### src/rtl/cpu_ctrl_pkg.sv
// Types and constants shared by the fetch sequencer and the decode/execute controller.
package cpu_ctrl_pkg;

  typedef enum logic [2:0] {
    IDLE,
    FETCH,
    ISSUE,
    BRANCH,
    IRQ_SAVE,
    IRQ_JUMP,
    FAULT
  } fetch_state_e;

  localparam logic [31:0] IRQ_VECTOR_DEFAULT = 32'h0000_0004;

endpackage

### src/rtl/timeout_counter.sv
// Saturating wait counter; expired flags the increment that reaches MAX.
module timeout_counter #(
  parameter int unsigned MAX = 15
) (
  input  logic clk,
  input  logic rst,
  input  logic clr,
  input  logic en,
  output logic expired
);

  localparam int unsigned W = $clog2(MAX + 1);

  logic [W-1:0] cnt;

  always_ff @(posedge clk or posedge rst) begin
    if (rst) begin
      cnt <= '0;
    end else if (clr) begin
      cnt <= '0;
    end else if (en && (cnt != W'(MAX))) begin
      cnt <= cnt + W'(1);
    end
  end

  // Combinational so the FSM leaves FETCH after exactly MAX stalled cycles.
  assign expired = en && (cnt >= W'(MAX - 1));

endmodule

### src/rtl/fetch_sequencer.sv
// Sequences PC strobes and instruction fetch, issue handshake, branch loads,
// interrupt vectoring and a sticky memory-timeout fault.
module fetch_sequencer
  import cpu_ctrl_pkg::*;
#(
  parameter int unsigned     SIZE         = 32,
  parameter int unsigned     WAIT_TIMEOUT = 15,
  parameter logic [SIZE-1:0] IRQ_VECTOR   = SIZE'(IRQ_VECTOR_DEFAULT)
) (
  input  logic            clk,
  input  logic            rst,
  output logic            mem_rd,
  input  logic            mem_ready,
  output logic            ir_ld,
  output logic            instr_valid,
  input  logic            instr_ack,
  input  logic            branch_req,
  input  logic            irq,
  input  logic            irq_en,
  output logic            irq_ack,
  output logic            save_ld,
  output logic            pc_oe_a,
  output logic            pc_oe_b,
  output logic            pc_ld,
  output logic            pc_post_inc,
  output logic            vec_oe,
  output logic [SIZE-1:0] vec,
  output logic            fault
);

  fetch_state_e state;
  fetch_state_e state_nx;
  logic         irq_take;
  logic         fetch_stall;
  logic         expired;

  assign irq_take    = irq & irq_en;
  assign fetch_stall = (state == FETCH) && !mem_ready;
  assign vec         = IRQ_VECTOR;

  timeout_counter #(
    .MAX (WAIT_TIMEOUT)
  ) u_timeout (
    .clk     (clk),
    .rst     (rst),
    .clr     (!fetch_stall),
    .en      (fetch_stall),
    .expired (expired)
  );

  always_comb begin
    state_nx = state;
    case (state)
      IDLE:     state_nx = FETCH;
      FETCH: begin
        if (mem_ready)    state_nx = ISSUE;
        else if (expired) state_nx = FAULT;
      end
      ISSUE: begin
        if (instr_ack) begin
          if (branch_req)    state_nx = BRANCH;
          else if (irq_take) state_nx = IRQ_SAVE;
          else               state_nx = FETCH;
        end
      end
      BRANCH:   state_nx = irq_take ? IRQ_SAVE : FETCH;
      IRQ_SAVE: state_nx = IRQ_JUMP;
      IRQ_JUMP: state_nx = FETCH;
      FAULT:    state_nx = FAULT;
      default:  state_nx = IDLE;
    endcase
  end

  // State register with Moore outputs decoded from the next state.
  always_ff @(posedge clk or posedge rst) begin
    if (rst) begin
      state       <= IDLE;
      mem_rd      <= 1'b0;
      pc_oe_a     <= 1'b0;
      instr_valid <= 1'b0;
      pc_ld       <= 1'b0;
      pc_oe_b     <= 1'b0;
      save_ld     <= 1'b0;
      vec_oe      <= 1'b0;
      irq_ack     <= 1'b0;
      fault       <= 1'b0;
    end else begin
      state       <= state_nx;
      mem_rd      <= (state_nx == FETCH);
      pc_oe_a     <= (state_nx == FETCH);
      instr_valid <= (state_nx == ISSUE);
      pc_ld       <= (state_nx == BRANCH) || (state_nx == IRQ_JUMP);
      pc_oe_b     <= (state_nx == IRQ_SAVE);
      save_ld     <= (state_nx == IRQ_SAVE);
      vec_oe      <= (state_nx == IRQ_JUMP);
      irq_ack     <= (state_nx == IRQ_JUMP);
      fault       <= (state_nx == FAULT);
    end
  end

  // Fetch completion strobes follow mem_ready in the same cycle.
  assign ir_ld       = (state == FETCH) && mem_ready;
  assign pc_post_inc = (state == FETCH) && mem_ready;

endmodule

### config.mk
export PLATFORM = sky130hd
export DESIGN_NAME = fetch_sequencer
export DESIGN_NICKNAME = d
export VERILOG_FILES = /design/src/rtl/cpu_ctrl_pkg.sv /design/src/rtl/timeout_counter.sv /design/src/rtl/fetch_sequencer.sv
export SDC_FILE = /design/constraint.sdc
export NUM_CORES = 1
export LEC_CHECK = 0
export ABC_AREA = 0
export CAP_MARGIN = 20
export CORE_MARGIN = 4
export CORE_UTILIZATION = 25
export CTS_CLUSTER_DIAMETER = 40
export DETAILED_ROUTE_END_ITERATION = 10
export PLACE_DENSITY_LB_ADDON = 0.1
export REMOVE_ABC_BUFFERS = 1
export SYNTH_ARGS = -nofsm -noshare
export SYNTH_HDL_FRONTEND = slang
export SYNTH_SLANG_ARGS = --single-unit
### constraint.sdc
create_clock -name clk -period 3.2 [get_ports clk]
set_input_delay 0.48 -clock clk [delete_from_list [all_inputs] [get_ports clk]]
set_output_delay 0.48 -clock clk [all_outputs]
set_load 0.005 [all_outputs]
# Yosys cells after proc, flatten, opt, wreduce, memory -nomap -nowiden
# Index checks and enable logic that the tools add are counted.
[classes] n_addsub=1 magnitude_cmp=1 eq_ne=14 mux=8 bitwise=1 reduce_logical=8
[op_table] op="$eq A3 B3 Y1 const B" count=6
[op_table] op="$pmux W3 S6" count=1
[op_table] op="$mux W3" count=5
[op_table] op="$eq A3 B2 Y1 const B" count=4
[op_table] op="$mux W4" count=2
[op_table] op="$eq A3 B1 Y1 const B" count=2
[op_table] op="$add A4 B1 Y4 const B" count=1
[op_table] op="$ge A4 B4 Y1 const B" count=1
[op_table] op="$logic_and A1 B1 Y1" count=4
[op_table] op="$ne A4 B4 Y1 const B" count=1
[op_table] op="$logic_not A3 Y1" count=1
[op_table] op="$ne A2 B2 Y1 const B" count=1
[op_table] op="$reduce_or A2 Y1" count=1
[op_table] op="$and A1 B1 Y1" count=1
[op_table] op="$logic_not A1 Y1" count=1
[op_table] op="$logic_or A1 B1 Y1" count=1
[word_totals] reg_bits=13 inputBits=7 output_inout_bits=43 elab_cells=41

# Longest topological paths before layout
[depth] ltp_word=8 depth_mapped=7 ltp_nobuf=7

# Cells and area by module
# A second synthesis with hierarchy kept.
[hier_totals] hier_cells=102 area_unflattened_um2=948.4
[by_module_without_submodules] mod="fetch_sequencer" n_inst=1 cells_per_inst=79 area_per_inst_um2=706.9 seq_area_each_um2=225.2
[by_module_without_submodules] mod="timeout_counter" n_inst=1 cells_per_inst=23 area_per_inst_um2=241.5 seq_area_each_um2=100.1

# Least setup slack after synthesis
# Ideal clock, no wire load.
[synth_timing] kind="flip-flop to flip-flop" startpoint="register u_timeout.cnt[0]" endpoint="register pc_ld" setup_time_ns=0.101 arrival_time_ns=1.497 t_required_ns=3.099 slack_ns=1.602 path_stages_with_launch=7 path_buffers=0 synth_period_minus_slack_ns=1.598 cell_sequence="dfrtp_1 > inv_1 > ha_1 > o211ai_1 > nor2_2 > a211o_2 > o32ai_1"
[synth_via] elab_chain_cells=7
[synth_lines] element="from (decl)" line="timeout_counter.sv:14" source="logic [W-1:0] cnt;"
[synth_lines] element="from (signal assigned)" line="timeout_counter.sv:22" source="cnt <= cnt + W'(1);"
[synth_lines] element="$ge A4 B4 Y1 *" line="timeout_counter.sv:27" source="assign expired = en && (cnt >= W'(MAX - 1));"
[synth_lines] element="$logic_and A1 B1 Y1 *" line="timeout_counter.sv:27"
[synth_lines] element="$mux W3 *" line="fetch_sequencer.sv:57" source="else if (expired) state_nx = FAULT;"
[synth_lines] element="$mux W3 *" line="fetch_sequencer.sv:56" source="if (mem_ready) state_nx = ISSUE;"
[synth_lines] element="$pmux W3 S6 *" line="fetch_sequencer.sv:53" source="case (state)"
[synth_lines] element="net state_nx[2]" line="fetch_sequencer.sv:32" source="fetch_state_e state_nx;"
[synth_lines] element="$eq A3 B2 Y1 or $eq A3 B3 Y1 (tied branches)" line="fetch_sequencer.sv:92" source="pc_ld <= (state_nx == BRANCH) || (state_nx == IRQ_JUMP);"
[synth_lines] element="$logic_or A1 B1 Y1 *" line="fetch_sequencer.sv:92"
[synth_lines] element="to (signal assigned)" line="fetch_sequencer.sv:92"
[synth_lines] element="to (decl)" line="fetch_sequencer.sv:24" source="output logic pc_ld,"
# Mark *: on every way through the listed nets, which the timed path passes. The rest lies on a longest branch.
# A chain may end at the register's enable or synchronous reset.

# Final worst setup path
[layout_timing] startpoint="register state[1]" endpoint="output port pc_post_inc"
[layout_via] elab_chain_cells=2
[layout_lines] element="from (decl)" line="fetch_sequencer.sv:31" source="fetch_state_e state;"
[layout_lines] element="from (signal assigned)" line="fetch_sequencer.sv:88" source="state <= state_nx;"
[layout_lines] element="$eq A3 B1 Y1" line="fetch_sequencer.sv:103" source="assign pc_post_inc = (state == FETCH) && mem_ready;"
[layout_lines] element="$logic_and A1 B1 Y1" line="fetch_sequencer.sv:103"
[layout_lines] element="to (decl)" line="fetch_sequencer.sv:25" source="output logic pc_post_inc,"
# No other way between the ends.

==> impl_metrics.ini <==
[routing]
dr.pass1.iters = 2
drcViolationCount = 0
antenna_left = 0
drt_iter0_drc = 4
vias = 579
wire_per_inst_um = 9.78
via_per_inst = 3.69
routed_wl_um = 1540

[power_and_ir_drop]
power_density_nw_per_um2 = 593
p_sw_share_pct = 34.5
clockPowerShare_pct = 16.7
power.leakage_nw = 0.478
pwr-share-comb_pct = 41.9
p_int_mw = 0.387
max-vdd-ir-drop_v = 0.000247
p_sw_mw = 0.204
seqPwrFrac_pct = 41.4

[outcome]
status = completed

[clocking]
cts_tree = done
clk_latency_ns = 0.27
ctsResizeCount = 0
postCtsHoldBufs = 0
cts.sinks = 13
htree_levels = 1
cts-root-buf = clkbuf_4
cts_buffers = 3
clock_path_buffers = 2
cts_setup_buffers = 0
path_clk_slew_ns = 0.08

[critical_path]
cp.arrival_ns = 1.75
cp_cell_sequence = nor3b_1 > and2_1 > clkdlybuf4s50_1
cp-start-kind = flop
cp_slowest_cell = clkdlybuf4s50_1
crit_required_ns = 2.72
critPathMaxFanout = 8
critPathMaxStageDelay_ns = 0.51
crit_type = reg2out
crit_buf_inv = 1
cp_top_family = simple AND/OR/NAND/NOR gates
critPathCaptureType = primary output

[sta]
max-slew-margin-rel_pct = 66.5
min_period_over_period_pct = 69.7
tns_ns = 0
period_minus_slack_ns = 2.23
rsz0062_at_grt = false
hold_slack_ns = 0.534
finalMaxSlewViolations = 0
clock_skew_ns = 0.00140
finalHoldViolCount = 0
tightest_slew_ns = 0.502
max_freq_mhz = 448
finalSetupViolations = 0

[synth]
ys_seq_elements = 13
post_synth_instance_area_um2 = 900
synth-seq-area-share_pct = 36.2
netlist_instances = 96
syn_avg_cell_area_um2 = 9.37
yosys_warnings = 0
ys_types = 26

[layout]
antennaDiodeCount = 0
fin_nets = 121
layout-drive-gt1-share_pct = 8.11
areaGrowthSynthToFinish_pct = 10.7
instances_no_fill = 157
layout_common_cells = conb_1 (32), clkdlybuf4s50_1 (17), dfrtp_1 (13)
final_common_cell = conb_1

[global_route]
grt_pass1_wl_um = 2380
grt_pass1_vias = 567
grt_max_degree = 14
grt-ovfl-total = 0
track_usage_pct = 6.90
antenna_found_initial = 0

[placement]
portBuffers = 17
gp_congestion = 0.681
placed_cells = 153
dp.final_hpwl_um = 1270

[job]
maxCapViolCount = 0

[floorplanning]
die_area_um2 = 4620
die_h_um = 68.0
core-area_um2 = 3420
die_w_um = 68.0
initial_utilization_pct = 26.3
pin_count = 50
rows = 21

[hold_path]
min_path_type = in2async
routing by layer:
layer | part of all wire (%) | vias up | global-route usage (%) | wire, um
met5 | 0 | - | 0 | 0
met4 | 0 | 0 | 0.744 | 0
met3 | 9.2 | 0 | 3.94 | 141
met2 | 53 | 22 | 12.6 | 807
met1 | 38 | 271 | 6.97 | 586
li1 | - | 286 | - | -
worst reg2reg max path, delay by kind of cell (launching register included):
family | cells | cell delay (ns)
AND/OR/NAND/NOR | 1 | 0.26
buffers and inverters | 1 | 0.07
AO/OA/AOI/OAI | 3 | 0.84
flip-flops | 1 | 0.43
adder cells (fa/ha/maj) | 1 | 0.19
metrics by stage:
step | total power, mW | worst slack, ns | util (%) | area (um^2)
2_1_floorplan | 0.383 | 1.60 | - | 742
3_3_place_gp | 0.501 | 1.10 | 28.4 | 970
3_5_place_dp | 0.501 | 1.07 | 28.4 | 970
4_1_cts | 0.604 | 0.935 | 29.2 | 996
5_1_grt | 0.644 | 0.828 | 29.2 | 996
6_report | 0.591 | 0.970 | 29.2 | 996
layout make-up:
cell class | instances | area, um^2
timing repair buffer | 17 | 170
multi-input combinational | 71 | 394
inverter | 6 | 22.5
clock buffer | 4 | 26.3
tap | 46 | 57.6
fill | 394 | 2420
sequential | 13 | 325
sequential cells by signal, summed over array words and instances, names as in the netlist:
signal,count
u_timeout.cnt,4
state,3
fault,1
instr_valid,1
pc_ld,1
pc_oe_a,1
pc_oe_b,1
vec_oe,1
cells by family after synthesis:
| group | Yosys count | share of synthesized area [%] |
|---|---|---|
| other | 2 | 0.835 |
| AND/OR/NAND/NOR | 25 | 16.4 |
| AO/OA/AOI/OAI | 11 | 10.3 |
| XOR/XNOR | 1 | 0.974 |
| adder cells (fa/ha/maj) | 2 | 2.78 |
| flip-flops | 13 | 36.2 |
| buffers and inverters | 42 | 32.5 |
power by group through the flow:
| stage | clock network [mW] | registers, mW | logic (mW) |
|---|---|---|---|
| global placement | 0 | 0.250 | 0.251 |
| detailed placement | 0 | 0.249 | 0.252 |
| global route | 0.115 | 0.251 | 0.278 |
| floorplan | 0 | 0.244 | 0.139 |
| CTS | 0.106 | 0.245 | 0.253 |
| finish | 0.0990 | 0.245 | 0.247 |
cells in the mapped netlist, drive strengths merged:
library cell  number  area, um^2
buf               36         270
dfrtp             13         325
nor2               7        28.8
inv                6        22.5
nand3              4        20.0
nand2              3        11.3
nor2b              3        21.3
nor3b              3        27.5
a211oi             2        15.0
a31oi              2        12.5
conb               2        7.51
ha                 2        25.0
nor3               2        10.0
o2111a             2        22.5
a211o              1        10.0
a21boi             1        7.51
and2               1        6.26
nand2b             1        8.76
o2111ai            1        8.76
o211ai             1        7.51
o32ai              1        8.76
or4b               1        13.8
xnor2              1        8.76
final timing paths:
path | startpoint | end | slack, ns | cells past startpoint
max | state[1] | pc_post_inc | 0.97 | 3
min | rst | u_timeout.cnt[2] | 0.53 | 2
max in group asynchronous | rst | state[1] | 2.33 | 2
min reg2reg | u_timeout.cnt[3] | u_timeout.cnt[3] | 0.54 | 1
min in group clk | u_timeout.cnt[3] | u_timeout.cnt[3] | 0.54 | 1
max reg2reg | u_timeout.cnt[0] | pc_oe_a | 1.32 | 6
No activity file was read; power rests on OpenSTA's default activity.
